--- src/rtl/perf_stats_accumulator_pkg.sv ---
// Shared types for the performance-counter statistics path: 64-bit data word,
// the window summary record, the reporting FSM states and a saturating adder.
package perf_stats_accumulator_pkg;

  typedef logic [63:0] data64_t;

  localparam data64_t DATA64_ONES = 64'hFFFF_FFFF_FFFF_FFFF;

  // Window summary; count is carried at full width, upper bits beyond the
  // configured counter width are always zero.
  typedef struct packed {
    data64_t count;
    data64_t sum_cycles;
    data64_t sum_idle;
    data64_t min_cycles;
    data64_t max_cycles;
  } report_t;

  typedef enum logic {
    ACCUM  = 1'b0,
    REPORT = 1'b1
  } state_t;

  // 64-bit add that pins at all-ones instead of wrapping.
  function automatic data64_t SAT_ADD64(input data64_t a, input data64_t b);
    logic [64:0] s;
    s = {1'b0, a} + {1'b0, b};
    return s[64] ? DATA64_ONES : s[63:0];
  endfunction

endpackage

--- src/rtl/perf_stats_window.sv ---
// Accumulator datapath for one statistics window. acc_next_o is the window
// with the current sample folded in, regardless of clear/close, so the
// controller can snapshot it on the closing edge.
module perf_stats_window
  import perf_stats_accumulator_pkg::*;
#(
  parameter int CNT_W = 32
) (
  input  logic             clk,
  input  logic             rst_n,
  input  logic             sample_i,
  input  logic             clear_i,
  input  logic             close_i,
  input  data64_t          cycles_i,
  input  data64_t          idle_i,
  output logic [CNT_W-1:0] count_next_o,
  output report_t          acc_next_o
);

  localparam logic [CNT_W-1:0] CNT_ONE = CNT_W'(1);

  logic [CNT_W-1:0] count_q, count_d, count_upd;
  data64_t          sum_cyc_q, sum_cyc_d, sum_cyc_upd;
  data64_t          sum_idle_q, sum_idle_d, sum_idle_upd;
  data64_t          min_q, min_d, min_upd;
  data64_t          max_q, max_d, max_upd;

  // Fold the current sample into the running statistics.
  always_comb begin
    count_upd    = count_q;
    sum_cyc_upd  = sum_cyc_q;
    sum_idle_upd = sum_idle_q;
    min_upd      = min_q;
    max_upd      = max_q;
    if (sample_i) begin
      count_upd    = (count_q == '1) ? count_q : count_q + CNT_ONE;
      sum_cyc_upd  = SAT_ADD64(sum_cyc_q, cycles_i);
      sum_idle_upd = SAT_ADD64(sum_idle_q, idle_i);
      min_upd      = (cycles_i < min_q) ? cycles_i : min_q;
      max_upd      = (cycles_i > max_q) ? cycles_i : max_q;
    end
  end

  // Clear drops any coincident sample; close restarts the window after the
  // snapshot has been taken from acc_next_o.
  always_comb begin
    count_d    = count_upd;
    sum_cyc_d  = sum_cyc_upd;
    sum_idle_d = sum_idle_upd;
    min_d      = min_upd;
    max_d      = max_upd;
    if (clear_i || close_i) begin
      count_d    = '0;
      sum_cyc_d  = '0;
      sum_idle_d = '0;
      min_d      = DATA64_ONES;
      max_d      = '0;
    end
  end

  // Accumulator registers; min starts at all-ones so the first sample wins.
  always_ff @(posedge clk or negedge rst_n) begin
    if (!rst_n) begin
      count_q    <= '0;
      sum_cyc_q  <= '0;
      sum_idle_q <= '0;
      min_q      <= DATA64_ONES;
      max_q      <= '0;
    end else begin
      count_q    <= count_d;
      sum_cyc_q  <= sum_cyc_d;
      sum_idle_q <= sum_idle_d;
      min_q      <= min_d;
      max_q      <= max_d;
    end
  end

  assign count_next_o = count_upd;
  assign acc_next_o   = '{count:      64'(count_upd),
                          sum_cycles: sum_cyc_upd,
                          sum_idle:   sum_idle_upd,
                          min_cycles: min_upd,
                          max_cycles: max_upd};

endmodule

--- src/rtl/perf_stats_accumulator.sv ---
// Window statistics collector behind a performance counter. Captures the
// counter's final values one cycle after each last handshake, accumulates
// them, and presents the window summary as a single valid/ready beat.
//
// state  | meaning
// ACCUM  | collecting samples, no report presented
// REPORT | summary beat presented, waiting for report_ready; sampling goes on
module perf_stats_accumulator
  import perf_stats_accumulator_pkg::*;
#(
  parameter int REPORT_EVERY = 0,
  parameter int CNT_W        = 32
) (
  input  logic             clk,
  input  logic             rst_n,
  input  logic             is_handshake,
  input  logic             is_last,
  input  logic [63:0]      cycles,
  input  logic [63:0]      idle_cycles,
  input  logic             clear,
  input  logic             report_req,
  output logic             report_valid,
  input  logic             report_ready,
  output logic [CNT_W-1:0] report_count,
  output logic [63:0]      report_sum_cycles,
  output logic [63:0]      report_sum_idle,
  output logic [63:0]      report_min_cycles,
  output logic [63:0]      report_max_cycles
);

  localparam logic [CNT_W-1:0] THRESH = CNT_W'(REPORT_EVERY);

  logic             done_q;
  state_t           state_q, state_d;
  logic             pending_q, pending_d;
  report_t          rep_q, rep_d;
  logic             close;
  logic             auto_hit;
  logic [CNT_W-1:0] count_next;
  report_t          acc_next;

  // The counter register settles on the last-handshake edge, so its outputs
  // are valid to capture one cycle later.
  always_ff @(posedge clk or negedge rst_n) begin
    if (!rst_n) begin
      done_q <= 1'b0;
    end else begin
      done_q <= is_handshake && is_last;
    end
  end

  perf_stats_window #(
    .CNT_W (CNT_W)
  ) u_window (
    .clk          (clk),
    .rst_n        (rst_n),
    .sample_i     (done_q),
    .clear_i      (clear),
    .close_i      (close),
    .cycles_i     (cycles),
    .idle_i       (idle_cycles),
    .count_next_o (count_next),
    .acc_next_o   (acc_next)
  );

  // Count advances by one per sample, so equality catches every crossing.
  assign auto_hit = (REPORT_EVERY != 0) && (count_next == THRESH);

  // Close/report sequencing; requests arriving while a beat is presented are
  // parked in pending and serviced on the first ACCUM cycle.
  always_comb begin
    state_d   = state_q;
    pending_d = pending_q;
    rep_d     = rep_q;
    close     = 1'b0;
    case (state_q)
      ACCUM: begin
        if (!clear && (report_req || pending_q || auto_hit)) begin
          close     = 1'b1;
          rep_d     = acc_next;
          state_d   = REPORT;
          pending_d = 1'b0;
        end
      end
      REPORT: begin
        if (report_ready) begin
          state_d = ACCUM;
        end
        if (!clear && (report_req || auto_hit)) begin
          pending_d = 1'b1;
        end
      end
      default: state_d = ACCUM;
    endcase
    if (clear) begin
      pending_d = 1'b0;
    end
  end

  // FSM, pending flag and the held report beat.
  always_ff @(posedge clk or negedge rst_n) begin
    if (!rst_n) begin
      state_q   <= ACCUM;
      pending_q <= 1'b0;
      rep_q     <= '0;
    end else begin
      state_q   <= state_d;
      pending_q <= pending_d;
      rep_q     <= rep_d;
    end
  end

  // Upper count bits are zero by construction; folded here so every bit of
  // the report register has a reader.
  logic unused_count_bits;
  assign unused_count_bits = ^rep_q.count;

  assign report_valid      = (state_q == REPORT);
  assign report_count      = rep_q.count[CNT_W-1:0];
  assign report_sum_cycles = rep_q.sum_cycles;
  assign report_sum_idle   = rep_q.sum_idle;
  assign report_min_cycles = rep_q.min_cycles;
  assign report_max_cycles = rep_q.max_cycles;

endmodule

--- config.mk ---
export PLATFORM = sky130hd
export DESIGN_NAME = perf_stats_accumulator
export DESIGN_NICKNAME = d
export VERILOG_FILES = /design/src/rtl/perf_stats_accumulator_pkg.sv /design/src/rtl/perf_stats_window.sv /design/src/rtl/perf_stats_accumulator.sv
export SDC_FILE = /design/constraint.sdc
export NUM_CORES = 1
export LEC_CHECK = 0
export CORE_MARGIN = 5
export CORE_UTILIZATION = 59
export DETAILED_ROUTE_END_ITERATION = 10
export GPL_ROUTABILITY_DRIVEN = 1
export PLACE_DENSITY = 0.92
export SLEW_MARGIN = 0
export SYNTH_ARGS = -nofsm -noshare
export SYNTH_HDL_FRONTEND = slang
export SYNTH_SLANG_ARGS = --single-unit
--- constraint.sdc ---
create_clock -name clk -period 8.98 [get_ports clk]
set_input_delay 1.347 -clock clk [delete_from_list [all_inputs] [get_ports clk]]
set_output_delay 1.347 -clock clk [all_outputs]
set_load 0.03 [all_outputs]
==> run_results.csv <==
group,metric,value,unit
status,status,"complete, no violations",
power,combPwrFrac,29.7,%
power,switching_power,2.85,mW
place,port_buffers,423,
clock_tree,root_buffer,"clkbuf_16",
clock_tree,post-cts-setup-buffer-count,0,
drt,vias_per_cell,6.16,
drt,dr.pass1.iters,6,
cells_and_area,mostFrequentLayoutCells,"dfrtp_1, nand2_1, clkdlybuf4s50_1",
global_route,grt_max_degree,220,
synth,synth-seq-cells,579,
cells_and_area,final_area,39300,um2
drt,drtIter0Drc,2357,
drt,totalWireLength,96700,um
cells_and_area,final_common_cell,"dfrtp_1",
clock_tree,clockBufferDepth,3,
power,clockPowerShare,32.6,%
min_path,whs_endpoint,"report_min_cycles[23]",
drt,drc_errors,0,
synth,syn_nets,3912,
drt,final_antenna_net_count,0,
synth,yosysSeqAreaShare,44.9,%
setup_path,reg2reg_depth,15,
cells_and_area,multiInputGateArea,16600,um2
synth,async_flop_share,100,%
timing,fin_setup_tns,0,ns
synth,yosysWarnings,0,
power,p_int,5.50,mW
setup_path,slowest_delay,0.78,ns
synth,syn-instance-count,3519,
cells_and_area,n_fill_cell,3743,
synth,syn-cell-area,32400,um2
timing,setup_viol,0,
drt,num_vias,28300,
timing,post-route-period-util,60.9,%
global_route,grt_pass1_wl,154000,um
timing,post-route-min-period,5.47,ns
global_route,grt_overflow,0,
synth,syn_avg_cell_area,9.22,um2
power,p_per_area,213,nW/um2
clock_tree,worstSkewPairLatency,0.63,ns
setup_path,slowest_stage,"buf_4",
min_path,worstHoldPathType,"reg2reg",
synth,yosysUniqueCellTypes,82,
timing,slew_viol_final,0,
cells_and_area,nets,4236,
cells_and_area,syn_to_final_growth,21.0,%
timing,max_freq,0.183,GHz
setup_path,crit_arrival,5.95,ns
setup_path,critPathLaunch,"cycles[1]",
clock_tree,numCtsBuffers,60,
job,timing.max_cap.violations,0,
floorplanning,die_area,59800,um2
setup_path,r2r_end,"report_max_cycles[3]",
drt,wl_per_cell,21.0,um
power,fin_total_pwr,8.34,mW
setup_path,crit_chain,"clkdlybuf4s50_1 > ha_1 > nor2b_1 > o21a_1 > o21ai_1 > a21oi_1 > o311a_1 > o21a_1 > a2111oi_0 > o221ai_1 > o211ai_1 > buf_4 > buf_4 > mux2i_1 > o21ai_1",
min_path,worstHoldPathCells,2,
timing,slew_headroom,18.9,%
clock_tree,htreeDepth,2,
synth,ys.flop_type,"dfrtp_1",
cells_and_area,seq_area,14600,um2
setup_path,required,9.47,ns
clock_tree,cts_resized,0,
cells_and_area,drive_above_1_share,5.83,%
timing,tightest_slew,1.22,ns
clock_tree,numClockSinks,579,
clock_tree,cts_tree,"built",
floorplanning,fp.dieW,245,um
place,place_congestion,0.949,
global_route,grt_pass1_vias,28800,
power,sw_frac_of_total,34.1,%
timing,grt_setup_unrepaired,"false",
setup_path,rrSetupSlack,4.49,ns
timing,skew,0.0190,ns
setup_path,r2r-start,"u_window.max_q[1]",
place,placed_area,37100,um2
setup_path,cp-start-kind,"primary input",
setup_path,worstPathMaxFanout,49,
floorplanning,initial_core_util,59.2,%
floorplanning,ioPinCount,424,
power,p_seq_share,37.8,%
clock_tree,path_clk_slew,0.07,ns
setup_path,crit_type,"in2reg",
power,irDropWorstVdd,0.000172,V
min_path,holdCritStartpoint,"report_min_cycles[23]",
synth,synth_edf_count,0,
global_route,antenna_found_initial,9,
timing,hold_viol,0,
floorplanning,row_count,86,
global_route,grt_usage,31.5,%
place,dpl.hpwl,68400,um
power,p_leak,19.1,nW
floorplanning,fp.dieH,245,um
floorplanning,core-area,54800,um2
setup_path,crit_path_end_kind,"register",
clock_tree,cts_hold_buffers,0,
## Yosys cell counts, types with 66 or more instances
cell type | instances | area, um2
a21o_1 | 137 | 1030
a21oi_1 | 183 | 916
clkbuf_1 | 152 | 571
dfrtp_1 | 515 | 12900
ha_1 | 256 | 3200
inv_1 | 159 | 597
mux2i_1 | 133 | 1330
nand2_1 | 481 | 1810
nor2_1 | 349 | 1310
o21ai_0 | 179 | 896
o21ai_1 | 168 | 841
o22ai_1 | 86 | 538
xnor2_1 | 80 | 701
xor2_1 | 66 | 578
## flip-flops by register name (all words and copies together) (netlist names), 64 cells and up
name                 count
report_max_cycles       64
report_min_cycles       64
report_sum_cycles       64
report_sum_idle         64
u_window.max_q          64
u_window.min_q          64
u_window.sum_cyc_q      64
u_window.sum_idle_q     64
## cell type report
cell class	count	area share (%)
diodes	2	0.0128
repair buffers	444	11.3
multi-input cells	2598	42.3
clock buffers	84	4.39
clock inverters	30	1.10
well taps	704	2.24
flip-flops and latches	579	37.1
inverters	160	1.53
## kinds of logic (layout without fill, tap and decap cells)
kind of cell,after synthesis,count (layout),synth area share [%]
simple gates,1096,1096,14.4
compound gates,964,964,18.5
flops,579,579,44.9
buf+inv,342,718,4.09
fa+ha+maj,258,258,9.99
xor+xnor,146,146,3.94
mux,134,134,4.14
other cells,0,2,0
## worst max-delay path: cells and delay by family
family	cells	cell delay, ns
muxes	1	0.43
adders and majority gates	1	0.30
buffers and inverters	3	1.75
and+or+nand+nor	1	0.15
AOI/OAI and AO/OA	9	1.90
## stage by stage
stage	cells	hold WS, ns	worst slack, ns	utilization (%)
3_5_place_dp	4485	0.464	3.04	67.7
2_1_floorplan	3519	0.498	4.84	-
6_report	4601	0.477	3.51	71.7
4_1_cts	4599	0.483	3.56	71.7
5_1_grt	4601	0.504	3.31	71.7
3_3_place_gp	4485	0.456	3.18	67.7
## worst max path at each step
| stage | endpoint | slack, ns | cells after the start |
|---|---|---|---|
| finish | report_max_cycles[3] | 3.51 | 15 |
| detailed placement | report_max_cycles[43] | 3.04 | 15 |
| CTS | report_max_cycles[3] | 3.56 | 15 |
| floorplan | report_sum_cycles[62] | 4.84 | 13 |
| global placement | report_max_cycles[1] | 3.18 | 15 |
| global route | report_max_cycles[3] | 3.31 | 15 |
## per-layer routing
metal / vias to the layer above / share of wire, % / global-route usage, %
met4: 14 / 5.3 / 15.4
met3: 314 / 8.5 / 8.35
met2: 1186 / 47 / 51.5
met1: 13800 / 39 / 39.1
met5: - / 0.094 / 0
li1: 13000 / - / -
## power by group through the flow
stage | Combinational (mW) | Sequential [mW] | Clock (mW)
4_1_cts | 2.47 | 3.15 | 2.74
2_1_floorplan | 0.968 | 3.63 | 0
3_5_place_dp | 2.44 | 3.18 | 0
3_3_place_gp | 2.39 | 3.17 | 0
6_report | 2.47 | 3.15 | 2.72
5_1_grt | 2.65 | 3.19 | 2.86
Power figures use the tool's default switching activity.
